File: config.mk
export PLATFORM = sky130hd
export DESIGN_NAME = regfile_op_sequencer_flat
export DESIGN_NICKNAME = d
export VERILOG_FILES = /design/src/rtl/regfile_op_sequencer_if.sv /design/src/rtl/regfile_op_sequencer.sv /design/src/flat_wrapper.sv
export SDC_FILE = /design/constraint.sdc
export NUM_CORES = 1
export LEC_CHECK = 0
export ABC_AREA = 1
export CORE_UTILIZATION = 32
export CTS_CLUSTER_DIAMETER = 100
export DETAILED_ROUTE_END_ITERATION = 16
export PLACE_DENSITY = 0.65
export SYNTH_ARGS = -nofsm -noshare
export SYNTH_HDL_FRONTEND = slang
export SYNTH_SLANG_ARGS = --single-unit
export TNS_END_PERCENT = 50
File: constraint.sdc
create_clock -name clk -period 12.4 [get_ports clk]
set_clock_uncertainty 0.05 [all_clocks]
set_input_delay 3.72 -clock clk [delete_from_list [all_inputs] [get_ports clk]]
set_output_delay 3.72 -clock clk [all_outputs]
set_load 0.01 [all_outputs]
File: src/rtl/regfile_op_sequencer_if.sv
// Port bundle between regfile_op_sequencer and its environment: op handshake,
// register file read/write ports and ALU launch/result signals.
interface regfile_op_sequencer_if #(
   parameter int DATA_W = 32,
   parameter int ADDR_W = 5,
   parameter int OP_W   = 4
);
   logic              op_valid;
   logic              op_ready;
   logic [ADDR_W-1:0] op_rs1;
   logic [ADDR_W-1:0] op_rs2;
   logic [ADDR_W-1:0] op_rd;
   logic [OP_W-1:0]   op_code;

   logic [ADDR_W-1:0] rf_rd_reg1;
   logic [DATA_W-1:0] rf_rd_data1;
   logic [ADDR_W-1:0] rf_rd_reg2;
   logic [DATA_W-1:0] rf_rd_data2;
   logic              rf_wr_en;
   logic [ADDR_W-1:0] rf_wr_reg;
   logic [DATA_W-1:0] rf_wr_data;

   logic [DATA_W-1:0] alu_a;
   logic [DATA_W-1:0] alu_b;
   logic [OP_W-1:0]   alu_op;
   logic              alu_start;
   logic [DATA_W-1:0] alu_result;
   logic              alu_done;

   logic              done;
   logic              timeout_err;
   logic              busy;

   // Sequencer view: it initiates on the register file and ALU.
   modport master (
      input  op_valid, op_rs1, op_rs2, op_rd, op_code,
      input  rf_rd_data1, rf_rd_data2, alu_result, alu_done,
      output op_ready, rf_rd_reg1, rf_rd_reg2, rf_wr_en, rf_wr_reg, rf_wr_data,
      output alu_a, alu_b, alu_op, alu_start, done, timeout_err, busy
   );

   modport slave (
      output op_valid, op_rs1, op_rs2, op_rd, op_code,
      output rf_rd_data1, rf_rd_data2, alu_result, alu_done,
      input  op_ready, rf_rd_reg1, rf_rd_reg2, rf_wr_en, rf_wr_reg, rf_wr_data,
      input  alu_a, alu_b, alu_op, alu_start, done, timeout_err, busy
   );
endinterface

File: src/rtl/regfile_op_sequencer.sv
// Three-register op sequencer: read rs1/rs2, run the ALU, write rd back.
// Optional macro RF_R0_ZERO_EN: register 0 reads as zero and is never written.
module regfile_op_sequencer #(
   parameter int DATA_W  = 32,
   parameter int ADDR_W  = 5,
   parameter int OP_W    = 4,
   parameter int TIMEOUT = 16
) (
   input  logic                    clk,
   input  logic                    rst,
   regfile_op_sequencer_if.master  bus
);
   localparam int CNT_W = (TIMEOUT > 1) ? $clog2(TIMEOUT) : 1;

   typedef enum logic [1:0] {S_IDLE, S_READ, S_EXEC, S_WRITE} state_t;

   state_t            state_q, state_d;
   logic [ADDR_W-1:0] rs1_q, rs1_d;
   logic [ADDR_W-1:0] rs2_q, rs2_d;
   logic [ADDR_W-1:0] rd_q, rd_d;
   logic [OP_W-1:0]   code_q, code_d;
   logic [DATA_W-1:0] alu_a_q, alu_a_d;
   logic [DATA_W-1:0] alu_b_q, alu_b_d;
   logic [OP_W-1:0]   alu_op_q, alu_op_d;
   logic [DATA_W-1:0] wr_data_q, wr_data_d;
   logic [CNT_W-1:0]  cnt_q, cnt_d;
   logic              timeout_q, timeout_d;

   logic [DATA_W-1:0] opnd1, opnd2;
   logic              wr_allow;

`ifdef RF_R0_ZERO_EN
   assign opnd1    = (rs1_q == '0) ? '0 : bus.rf_rd_data1;
   assign opnd2    = (rs2_q == '0) ? '0 : bus.rf_rd_data2;
   assign wr_allow = (rd_q != '0);
`else
   assign opnd1    = bus.rf_rd_data1;
   assign opnd2    = bus.rf_rd_data2;
   assign wr_allow = 1'b1;
`endif

   always_ff @(posedge clk or posedge rst) begin
      if (rst) begin
         state_q   <= S_IDLE;
         rs1_q     <= '0;
         rs2_q     <= '0;
         rd_q      <= '0;
         code_q    <= '0;
         alu_a_q   <= '0;
         alu_b_q   <= '0;
         alu_op_q  <= '0;
         wr_data_q <= '0;
         cnt_q     <= '0;
         timeout_q <= 1'b0;
      end else begin
         state_q   <= state_d;
         rs1_q     <= rs1_d;
         rs2_q     <= rs2_d;
         rd_q      <= rd_d;
         code_q    <= code_d;
         alu_a_q   <= alu_a_d;
         alu_b_q   <= alu_b_d;
         alu_op_q  <= alu_op_d;
         wr_data_q <= wr_data_d;
         cnt_q     <= cnt_d;
         timeout_q <= timeout_d;
      end
   end

   always_comb begin
      state_d   = state_q;
      rs1_d     = rs1_q;
      rs2_d     = rs2_q;
      rd_d      = rd_q;
      code_d    = code_q;
      alu_a_d   = alu_a_q;
      alu_b_d   = alu_b_q;
      alu_op_d  = alu_op_q;
      wr_data_d = wr_data_q;
      cnt_d     = cnt_q;
      timeout_d = timeout_q;
      unique case (state_q)
         S_IDLE: begin
            if (bus.op_valid) begin
               rs1_d     = bus.op_rs1;
               rs2_d     = bus.op_rs2;
               rd_d      = bus.op_rd;
               code_d    = bus.op_code;
               timeout_d = 1'b0;
               state_d   = S_READ;
            end
         end
         S_READ: begin
            alu_a_d  = opnd1;
            alu_b_d  = opnd2;
            alu_op_d = code_q;
            cnt_d    = '0;
            state_d  = S_EXEC;
         end
         S_EXEC: begin
            // Done is checked before the limit, so a result on the last allowed cycle still commits.
            if (bus.alu_done) begin
               wr_data_d = bus.alu_result;
               state_d   = S_WRITE;
            end else if (cnt_q == CNT_W'(TIMEOUT - 1)) begin
               timeout_d = 1'b1;
               state_d   = S_IDLE;
            end else begin
               cnt_d = cnt_q + CNT_W'(1);
            end
         end
         S_WRITE: state_d = S_IDLE;
         default: state_d = S_IDLE;
      endcase
   end

   always_comb begin
      bus.op_ready  = 1'b0;
      bus.busy      = 1'b0;
      bus.alu_start = 1'b0;
      bus.rf_wr_en  = 1'b0;
      bus.done      = 1'b0;
      unique case (state_q)
         S_IDLE:  bus.op_ready = 1'b1;
         S_READ:  bus.busy = 1'b1;
         S_EXEC: begin
            bus.busy      = 1'b1;
            bus.alu_start = (cnt_q == '0);
         end
         S_WRITE: begin
            bus.busy     = 1'b1;
            bus.rf_wr_en = wr_allow;
            bus.done     = 1'b1;
         end
         default: bus.op_ready = 1'b1;
      endcase
   end

   assign bus.rf_rd_reg1  = rs1_q;
   assign bus.rf_rd_reg2  = rs2_q;
   assign bus.rf_wr_reg   = rd_q;
   assign bus.rf_wr_data  = wr_data_q;
   assign bus.alu_a       = alu_a_q;
   assign bus.alu_b       = alu_b_q;
   assign bus.alu_op      = alu_op_q;
   assign bus.timeout_err = timeout_q;
endmodule
File: src/flat_wrapper.sv
// flat-port wrapper written by rule: the top's interface ports become plain ports
module regfile_op_sequencer_flat 
#(
   parameter int DATA_W  = 32,
   parameter int ADDR_W  = 5,
   parameter int OP_W    = 4,
   parameter int TIMEOUT = 16
)
  (clk, rst, bus_op_valid, bus_op_rs1, bus_op_rs2, bus_op_rd, bus_op_code, bus_rf_rd_data1, bus_rf_rd_data2, bus_alu_result, bus_alu_done, bus_op_ready, bus_rf_rd_reg1, bus_rf_rd_reg2, bus_rf_wr_en, bus_rf_wr_reg, bus_rf_wr_data, bus_alu_a, bus_alu_b, bus_alu_op, bus_alu_start, bus_done, bus_timeout_err, bus_busy);
  regfile_op_sequencer_if #(.DATA_W(DATA_W), .ADDR_W(ADDR_W), .OP_W(OP_W)) bus_i ();
  input  logic clk;
  input  logic rst;
  input wire logic [$bits(bus_i.op_valid)-1:0] bus_op_valid;
  input wire logic [$bits(bus_i.op_rs1)-1:0] bus_op_rs1;
  input wire logic [$bits(bus_i.op_rs2)-1:0] bus_op_rs2;
  input wire logic [$bits(bus_i.op_rd)-1:0] bus_op_rd;
  input wire logic [$bits(bus_i.op_code)-1:0] bus_op_code;
  input wire logic [$bits(bus_i.rf_rd_data1)-1:0] bus_rf_rd_data1;
  input wire logic [$bits(bus_i.rf_rd_data2)-1:0] bus_rf_rd_data2;
  input wire logic [$bits(bus_i.alu_result)-1:0] bus_alu_result;
  input wire logic [$bits(bus_i.alu_done)-1:0] bus_alu_done;
  output wire logic [$bits(bus_i.op_ready)-1:0] bus_op_ready;
  output wire logic [$bits(bus_i.rf_rd_reg1)-1:0] bus_rf_rd_reg1;
  output wire logic [$bits(bus_i.rf_rd_reg2)-1:0] bus_rf_rd_reg2;
  output wire logic [$bits(bus_i.rf_wr_en)-1:0] bus_rf_wr_en;
  output wire logic [$bits(bus_i.rf_wr_reg)-1:0] bus_rf_wr_reg;
  output wire logic [$bits(bus_i.rf_wr_data)-1:0] bus_rf_wr_data;
  output wire logic [$bits(bus_i.alu_a)-1:0] bus_alu_a;
  output wire logic [$bits(bus_i.alu_b)-1:0] bus_alu_b;
  output wire logic [$bits(bus_i.alu_op)-1:0] bus_alu_op;
  output wire logic [$bits(bus_i.alu_start)-1:0] bus_alu_start;
  output wire logic [$bits(bus_i.done)-1:0] bus_done;
  output wire logic [$bits(bus_i.timeout_err)-1:0] bus_timeout_err;
  output wire logic [$bits(bus_i.busy)-1:0] bus_busy;
  assign bus_i.op_valid = bus_op_valid;
  assign bus_i.op_rs1 = bus_op_rs1;
  assign bus_i.op_rs2 = bus_op_rs2;
  assign bus_i.op_rd = bus_op_rd;
  assign bus_i.op_code = bus_op_code;
  assign bus_i.rf_rd_data1 = bus_rf_rd_data1;
  assign bus_i.rf_rd_data2 = bus_rf_rd_data2;
  assign bus_i.alu_result = bus_alu_result;
  assign bus_i.alu_done = bus_alu_done;
  assign bus_op_ready = bus_i.op_ready;
  assign bus_rf_rd_reg1 = bus_i.rf_rd_reg1;
  assign bus_rf_rd_reg2 = bus_i.rf_rd_reg2;
  assign bus_rf_wr_en = bus_i.rf_wr_en;
  assign bus_rf_wr_reg = bus_i.rf_wr_reg;
  assign bus_rf_wr_data = bus_i.rf_wr_data;
  assign bus_alu_a = bus_i.alu_a;
  assign bus_alu_b = bus_i.alu_b;
  assign bus_alu_op = bus_i.alu_op;
  assign bus_alu_start = bus_i.alu_start;
  assign bus_done = bus_i.done;
  assign bus_timeout_err = bus_i.timeout_err;
  assign bus_busy = bus_i.busy;
  regfile_op_sequencer #(.DATA_W(DATA_W), .ADDR_W(ADDR_W), .OP_W(OP_W), .TIMEOUT(TIMEOUT)) u_core (.clk(clk), .rst(rst), .bus(bus_i));
endmodule
==> impl_metrics.json, run 1 <==
{
  "outcome": "finished clean",
  "end_kind": "output pin",
  "synth.distinct_cells": 16,
  "ys_async_sr_fraction_pct": 100,
  "synth-seq-area-share_pct": 62.8,
  "cts_resized": 0,
  "reg2reg_from": "u_core.state_q[1]$_DFFE_PP0P_",
  "fp.dieH_um": 127,
  "vias_per_cell": 4.58,
  "hp-class": "reg2reg",
  "path_class": "reg2out",
  "cts_tree": "yes",
  "start_kind": "flop",
  "diodes": 0,
  "slew_headroom_pct": 24.5,
  "synth_top_cell_by_area": "dfrtp_1",
  "grt.total_usage_pct": 19.2,
  "finalPower_w": 0.00212,
  "rsz0062_at_grt": "no",
  "min_period_ps": 6310,
  "p_leak_nw": 3.94,
  "ys_ff_latch": 126,
  "dp_hpwl_mm": 10.4,
  "whs_endpoint": "u_core.bus.alu_a[7]$_DFFE_PP0N_",
  "syn_to_final_growth_pct": 61.1,
  "min_path_cells": 2,
  "synthCells": 574,
  "r2r-end": "u_core.cnt_q[2]$_DFFE_PP0P_",
  "portBuffers": 239,
  "clockPowerShare_pct": 22.0,
  "synth_edf_count": 0,
  "hold_buffers": 0,
  "critPathRequiredTime_ps": 8630,
  "drv_slew": 0,
  "clk_path_buf_depth": 2,
  "cts.sinks": 126,
  "core_um2": 15300,
  "path_clk_slew_ps": 60,
  "drc_errors": 0,
  "yosysTopAreaCellShare_pct": 62.8,
  "finalHoldViolCount": 0,
  "firstDrtPassIters": 4,
  "internal-power_w": 0.00137,
  "drtIter0Drc": 257,
  "grt_max_degree": 70,
  "min_period_over_period_pct": 50.9,
  "ant_nets": 0,
  "finalSetupViolCount": 0,
  "grt_pass1_vias": 4597,
  "synth_area_um2": 5020,
  "netlist_top_cells_count": "nand2_1, dfrtp_1, nand3_1",
  "grt_pass1_wl_mm": 23.8,
  "grt-ovfl-total": 0,
  "reg2reg_depth": 5,
  "antenna_found_initial": 0,
  "ir_drop_uv": 113,
  "timing.fmax_ghz": 0.158,
  "cts_root_buf": "clkbuf_16",
  "initial_utilization_pct": 32.9,
  "layout-drive-gt1-share_pct": 4.56,
  "fp.dieArea_um2": 16200,
  "wl_per_cell_um": 14.6,
  "htree_levels": 4,
  "cts_made_buffers": 17,
  "finalSetupTns_ps": 0,
  "synth_flop_cell": "dfrtp_1",
  "swShare_pct": 35.5,
  "routed_wl_mm": 14.9,
  "rows": 45,
  "power_density_nw_per_um2": 262,
  "power_frac_seq_pct": 34.6,
  "fin_nets": 921,
  "gp_congestion": 0.789,
  "post_cts_buffers": 0,
  "routed-via-count": 4683,
  "synth.area.top_cells": "dfrtp_1, nand2_1, nand3_1",
  "comb_power_share_pct": 43.3,
  "holdCritStartpoint": "u_core.bus.alu_a[7]$_DFFE_PP0N_",
  "ys.warnings.count": 0,
  "syn_avg_cell_area_um2": 8.75,
  "ff2ff_setup_slack_ps": 9600,
  "maxCapViolCount": 0,
  "switchingPower_w": 0.000753,
  "io_pins": 240,
  "yosysMostFrequentCell": "nand2_1",
  "worst_slew_pin_slew_ps": 1130,
  "arrival_ps": 2540,
  "worst_skew_pair.late_latency_ps": 410,
  "path_max_fanout": 46,
  "synth_nets": 695,
  "die-width_um": 127
}
## how the worst max path moves through the flow
stage	start	end	slack, ps	cells past startpoint
3_3_place_gp	u_core.state_q[0]$_DFFE_PP0P_	bus_busy	6540	5
4_1_cts	u_core.state_q[0]$_DFFE_PP0P_	bus_busy	6070	5
2_1_floorplan	rst	u_core.bus.alu_a[0]$_DFFE_PP0N_	5270	1
5_1_grt	u_core.state_q[0]$_DFFE_PP0P_	bus_busy	5950	5
6_report	u_core.state_q[0]$_DFFE_PP0P_	bus_busy	6090	5
3_5_place_dp	u_core.state_q[0]$_DFFE_PP0P_	bus_busy	6540	5
## metrics by stage
stage | utilization [%] | cell area, um2 | worst slack, ps | instances | hold WS, ps
after floorplan | - | 5020 | 5270 | 574 | 393
after global placement | 49.5 | 7550 | 6540 | 992 | 404
final | 53.0 | 8090 | 6090 | 1022 | 418
after detailed placement | 49.5 | 7550 | 6540 | 992 | 407
after CTS | 53.0 | 8090 | 6070 | 1022 | 421
after global routing | 53.0 | 8090 | 5950 | 1022 | 434
## power groups by stage
stage / Combinational, W / Sequential (W) / Clock, W
floorplan: 0.000350 / 0.000797 / 0
global placement: 0.000911 / 0.000729 / 0
detailed placement: 0.000931 / 0.000738 / 0
CTS: 0.000933 / 0.000736 / 0.000478
global route: 0.00101 / 0.000760 / 0.000499
finish: 0.000918 / 0.000735 / 0.000467
## cell usage in the layout (no fill, tap or decap), types with 3 or more instances in the layout
cell and count:
inv_1 9, clkinv_2 5, clkdlybuf4s50_1 239, nand2_1 286, buf_4 4, clkbuf_16 17, inv_2 3, clkbuf_1 4
nand3_1 96, nor2_1 7, dfrtp_1 125
## metal layers
metal  vias to the layer above  global-route usage (%)  part of all wire (%)
met5                         -                       0                     0
met4                         0                    7.14                   1.5
met3                        18                    7.24                    10
met2                       222                    30.5                    46
met1                      2184                    23.8                    43
li1                       2259                       -                     -
## worst max-delay path, cell delays in order (launching register included)
cell and delay, ps:
dfrtp_2 670, buf_4 500, nor2_1 80, buf_4 220, inv_1 90, clkdlybuf4s50_1 530
## logic make-up after synthesis
logic type                 share of synthesized area, %
AOI/OAI and AO/OA                                 0.299
adders and majority gates                         0.498
buffers and inverters                              4.34
DFF                                                62.8
and+or+nand+nor                                    32.1
## final cells by class
class	count	area [um2]
fillers	1376	7170
flip-flops and latches	126	3150
multi-input cells	399	1650
clock buffers	22	454
well taps	211	264
clock inverters	8	92.6
repair buffers	243	2420
inverters	13	51.3
No activity file was read; power rests on OpenSTA's default activity.
==> run 2, diff against run 1 <==
--- a/config.mk
+++ b/config.mk
@@ -9,7 +9,7 @@
 export CORE_UTILIZATION = 32
 export CTS_CLUSTER_DIAMETER = 100
 export DETAILED_ROUTE_END_ITERATION = 16
-export PLACE_DENSITY = 0.65
+export PLACE_DENSITY = 0.68
 export SYNTH_ARGS = -nofsm -noshare
 export SYNTH_HDL_FRONTEND = slang
 export SYNTH_SLANG_ARGS = --single-unit
==> constraint.sdc (replaced) <==
create_clock -name clk -period 5.6 [get_ports clk]
set_clock_uncertainty 0.05 [all_clocks]
set_input_delay 1.68 -clock clk [delete_from_list [all_inputs] [get_ports clk]]
set_output_delay 1.68 -clock clk [all_outputs]
set_load 0.01 [all_outputs]
==> run 2 against run 1 <==
  * Utilization up 0.26 points
  * Hold slack got worse by 2.3 ps
  * Critical path type unchanged
  * Highest routed layer unchanged
  * Combinational power increased by 120%
  * Global-route usage shrank 1.2 points
==> impl_metrics.json, run 2 (synthesis results as in run 1) <==
{
  "drc_errors": 0,
  "ant_nets": 0,
  "finalSetupTns_ps": 0,
  "fin_util_pct": 53.3,
  "ir_drop_uv": 252,
  "internal-power_w": 0.00305,
  "critPathRequiredTime_ps": 3870,
  "syn_to_final_growth_pct": 61.9,
  "diodes": 0,
  "routed-via-count": 4520,
  "worst_skew_pair.late_latency_ps": 420,
  "min_period_over_period_pct": 72.3,
  "fp.dieArea_um2": 16200,
  "vias_per_cell": 4.41,
  "layout_common_cells": "nand2_1, clkdlybuf4s50_1, dfrtp_1, nand3_1, clkbuf_16",
  "rows": 45,
  "portBuffers": 239,
  "cts_made_buffers": 17,
  "power_density_nw_per_um2": 579,
  "clk_path_buf_depth": 2,
  "grt_max_degree": 115,
  "cts_tree": "yes",
  "path_class": "reg2out",
  "initial_utilization_pct": 32.9,
  "cts_root_buf": "clkbuf_16",
  "post_cts_buffers": 0,
  "cts_resized": 0,
  "grt.total_usage_pct": 18.0,
  "layout_commonest_cell": "nand2_1",
  "met3_usage_pct": 9.00,
  "end_kind": "output pin",
  "placement.cell_area_um2": 7560,
  "timing.fmax_ghz": 0.247,
  "die-width_um": 127,
  "min_period_ps": 4050,
  "cts.sinks": 126,
  "p_leak_nw": 3.96,
  "globalRoute.busiestLayer": "met2",
  "grt-ovfl-total": 0,
  "drv_slew": 0,
  "fp.dieH_um": 127,
  "start_kind": "flop",
  "worst_slew_pin_slew_ps": 1040,
  "hold_buffers": 0,
  "slew_headroom_pct": 30.5,
  "gp_congestion": 0.768,
  "core_um2": 15300,
  "antenna_found_initial": 0,
  "switchingPower_w": 0.00166,
  "outcome": "finished clean",
  "io_pins": 240,
  "arrival_ps": 2320,
  "finalSetupViolCount": 0,
  "drtIter0Drc": 266,
  "path_clk_slew_ps": 60,
  "fill_cells": 1393,
  "firstDrtPassIters": 6,
  "clockPowerShare_pct": 22.9,
  "power_frac_seq_pct": 34.0,
  "grt_pass1_wl_mm": 22.4,
  "htree_levels": 4,
  "swShare_pct": 35.3,
  "final_cell_area_um2": 8130,
  "layout-drive-gt1-share_pct": 5.16,
  "use_met1_pct": 22.9,
  "rsz0062_at_grt": "no",
  "maxCapViolCount": 0,
  "hp-class": "reg2reg",
  "finalHoldViolCount": 0,
  "comb_power_share_pct": 43.1,
  "dp_hpwl_mm": 9.32,
  "routed_wl_mm": 14.1,
  "fin_nets": 922,
  "grt_pass1_vias": 4270,
  "path_max_fanout": 49,
  "met2_usage_pct": 26.6,
  "wl_per_cell_um": 13.7
}
-- run 2: metal layers --
metal	vias to the layer above	share of wire (%)
li1	2261	-
met1	2043	45
met3	12	10
met2	204	44
met5	-	0
met4	0	1.0
-- run 2: layout make-up --
cell class                 count  area, um2  area share, %
tap                          211        264           3.25
multi-input combinational    399       1650           20.3
clock inverter                11        116           1.43
inverter                      13       53.8          0.662
clock buffer                  21        460           5.66
timing repair buffer         244       2430           29.9
sequential                   126       3150           38.8
-- run 2: final timing paths --
check | from | to | slack [ps] | cells past startpoint
setup reg to reg | u_core.state_q[0]$_DFFE_PP0P_ | u_core.bus.rf_wr_data[2]$_DFFE_PP0P_ | 3270 | 6
hold / removal | u_core.bus.alu_b[5]$_DFFE_PP0N_ | u_core.bus.alu_b[5]$_DFFE_PP0N_ | 420 | 2
min in group asynchronous | rst | u_core.bus.rf_wr_data[1]$_DFFE_PP0P_ | 1830 | 2
setup / recovery | u_core.state_q[0]$_DFFE_PP0P_ | bus_done | 1550 | 4
hold reg to reg | u_core.bus.alu_b[5]$_DFFE_PP0N_ | u_core.bus.alu_b[5]$_DFFE_PP0N_ | 420 | 2
max in group asynchronous | rst | u_core.bus.alu_a[11]$_DFFE_PP0N_ | 2800 | 3
-- run 2: through the flow --
stage	worst slack [ps]	hold slack [ps]	total power (W)	instances
floorplan	514	393	0.00254	574
detailed placement	1780	407	0.00367	993
global route	1370	431	0.00504	1025
global placement	1830	402	0.00364	993
CTS	1490	421	0.00477	1025
finish	1550	416	0.00471	1025
-- run 2: power by group through the flow --
stage | Sequential, W | Clock, W | Combinational (W)
6_report | 0.00160 | 0.00108 | 0.00203
5_1_grt | 0.00166 | 0.00114 | 0.00224
3_5_place_dp | 0.00161 | 0 | 0.00206
3_3_place_gp | 0.00160 | 0 | 0.00204
4_1_cts | 0.00160 | 0.00110 | 0.00207
2_1_floorplan | 0.00176 | 0 | 0.000776
-- run 2: critical path: stages (launching register included) --
cell,delay (ps)
dfrtp_2,650
buf_4,530
nand2_1,100
inv_1,80
clkdlybuf4s50_1,530
==> run 3, diff against run 2 <==
--- a/config.mk
+++ b/config.mk
@@ -9,7 +9,7 @@
 export CORE_UTILIZATION = 32
 export CTS_CLUSTER_DIAMETER = 100
 export DETAILED_ROUTE_END_ITERATION = 16
-export PLACE_DENSITY = 0.68
+export PLACE_DENSITY = 0.65
 export SYNTH_ARGS = -nofsm -noshare
 export SYNTH_HDL_FRONTEND = slang
 export SYNTH_SLANG_ARGS = --single-unit
==> constraint.sdc (replaced) <==
create_clock -name clk -period 3.8 [get_ports clk]
set_clock_uncertainty 0.05 [all_clocks]
set_input_delay 1.14 -clock clk [delete_from_list [all_inputs] [get_ports clk]]
set_output_delay 1.14 -clock clk [all_outputs]
set_load 0.01 [all_outputs]
==> run 3 against run 2 <==
  * Die area stayed put
  * Sequential cell count stayed put
  * Clock-buffer cell count is 4 higher
  * Wire length is 2.7% higher
  * Via count is 2.9% higher
  * Non-clock buffer count is 3 higher
  * Cell area is 0.40% higher
  * Utilization is 0.21 points higher
  * Worst setup slack worse by 1000 ps
  * Cell count is 0.20% higher
  * Largest cell class unchanged
==> impl_metrics.json, run 3 (synthesis results as in run 1) <==
{
  "min_period_ps": 3270,
  "drtIter0Drc": 255,
  "wl_met1_mm": 6.14,
  "finalSetupViolCount": 0,
  "reg2reg_depth": 5,
  "p_leak_nw": 3.98,
  "finalHoldViolCount": 0,
  "hold_buffers": 0,
  "path_max_fanout": 27,
  "outcome": "finished clean",
  "critPathSlowestCell": "dfrtp_2",
  "r2r-end": "u_core.bus.alu_a[2]$_DFFE_PP0N_",
  "path_clk_slew_ps": 50,
  "wl_met2_mm": 6.74,
  "end_kind": "output pin",
  "finalSetupTns_ps": 0,
  "cts_root_buf": "clkbuf_16",
  "core_um2": 15300,
  "antenna_found_initial": 0,
  "diodes": 0,
  "cp_top_family": "buffers and inverters",
  "worst_skew_pair.late_latency_ps": 420,
  "whs_endpoint": "u_core.bus.rf_wr_data[26]$_DFFE_PP0P_",
  "gp_congestion": 0.790,
  "die-width_um": 127,
  "grt_pass1_wl_mm": 23.6,
  "fin_nets": 925,
  "slew_headroom_pct": 39.1,
  "cts_tree": "yes",
  "hold_ws_ps": 417,
  "final_cell_area_um2": 8170,
  "finalPower_w": 0.00693,
  "ir_drop_uv": 443,
  "grt-ovfl-total": 0,
  "min_path_cells": 2,
  "hp-class": "reg2reg",
  "cts_resized": 0,
  "slowest_delay_ps": 590,
  "initial_utilization_pct": 32.9,
  "routed_wl_mm": 14.5,
  "worst_slew_pin_slew_ps": 911,
  "place_ws_ps": 954,
  "timing.fmax_ghz": 0.306,
  "routed-via-count": 4653,
  "layout_commonest_cell": "nand2_1",
  "holdCritStartpoint": "u_core.bus.rf_wr_data[26]$_DFFE_PP0P_",
  "maxCapViolCount": 0,
  "htree_levels": 4,
  "portBuffers": 239,
  "cts_made_buffers": 17,
  "start_kind": "flop",
  "reg2reg_from": "u_core.state_q[0]$_DFFE_PP0P_",
  "firstDrtPassIters": 4,
  "ant_nets": 0,
  "critPathRequiredTime_ps": 2610,
  "rsz0062_at_grt": "no",
  "path_class": "reg2out",
  "dr_wl_met3_mm": 1.35,
  "arrival_ps": 2080,
  "crit_buf_inv": 2,
  "layout-drive-gt1-share_pct": 5.27,
  "rows": 45,
  "grt_max_degree": 56,
  "post_cts_buffers": 0,
  "dp_hpwl_mm": 10.2,
  "io_pins": 240,
  "clk_path_buf_depth": 2,
  "fp.dieArea_um2": 16200,
  "fp.dieH_um": 127,
  "drv_slew": 0,
  "grt_pass1_vias": 4726,
  "syn_to_final_growth_pct": 62.6,
  "ff2ff_setup_slack_ps": 1390,
  "power_density_nw_per_um2": 848,
  "layout_common_cells": "nand2_1, clkdlybuf4s50_1, dfrtp_1, nand3_1, clkbuf_16",
  "wl_per_cell_um": 14.1,
  "worst_slack_ps": 531,
  "drc_errors": 0,
  "cp_cell_sequence": "inv_2 -> nand2_1 -> nor3_1 -> clkdlybuf4s50_1",
  "placement.cell_area_um2": 7600,
  "cts.sinks": 126,
  "top_layer": "met4",
  "min_period_over_period_pct": 86.0,
  "vias_per_cell": 4.53,
  "grt.total_usage_pct": 18.8
}
==> run 3: changes by cell type in the layout (fill, tap and decap cells not counted), sizes merged <==
| cell | change |
|---|---|
| buf | +3 |
| bufinv | -1 |
| clkbuf | +4 |
| clkinv | -2 |
| clkinvlp | -1 |
| inv | -1 |
==> run 3: how the worst max path moves through the flow <==
stage | start | to | slack [ps] | cells past startpoint
2_1_floorplan | rst | u_core.bus.alu_a[0]$_DFFE_PP0N_ | 1060 | 1
3_3_place_gp | u_core.state_q[0]$_DFFE_PP0P_ | bus_alu_start | 980 | 4
3_5_place_dp | u_core.state_q[0]$_DFFE_PP0P_ | bus_alu_start | 950 | 4
4_1_cts | u_core.state_q[0]$_DFFE_PP0P_ | bus_alu_start | 490 | 4
5_1_grt | u_core.state_q[0]$_DFFE_PP0P_ | bus_alu_start | 410 | 4
6_report | u_core.state_q[0]$_DFFE_PP0P_ | bus_alu_start | 530 | 4
==> run 3: tightest hold or removal path: cells and delay by family, from the launching register on <==
kind,cells,cell delay [ps]
and+or+nand+nor,2,100
DFF,1,340
==> run 3: power breakdown <==
part / total [W] / internal [W] / switching (W)
registers: 0.00239 / 0.00199 / 0.000408
logic: 0.00300 / 0.00152 / 0.00148
clock network: 0.00153 / 0.000976 / 0.000555
total: 0.00692 / 0.00448 / 0.00245
==> run 3: metrics by stage <==
| step | util, % | std cells |
|---|---|---|
| 2_1_floorplan | - | 574 |
| 3_3_place_gp | 49.8 | 996 |
| 3_5_place_dp | 49.8 | 996 |
| 4_1_cts | 53.5 | 1027 |
| 5_1_grt | 53.5 | 1027 |
| 6_report | 53.5 | 1027 |
==> run 3: final cells by class <==
cell class,instances,area [um2]
Inverter,13,52.6
Sequential cell,126,3150
Clock inverter,6,57.6
Fill cell,1409,7090
Timing Repair Buffer,247,2480
Multi-Input combinational cell,399,1650
Tap cell,211,264
Clock buffer,25,505
==> run 3: per-layer routing <==
metal	vias to the layer above	track usage, %
met3	19	7.87
met2	197	30.1
met1	2181	22.5
met5	-	0
li1	2256	-
met4	0	7.56
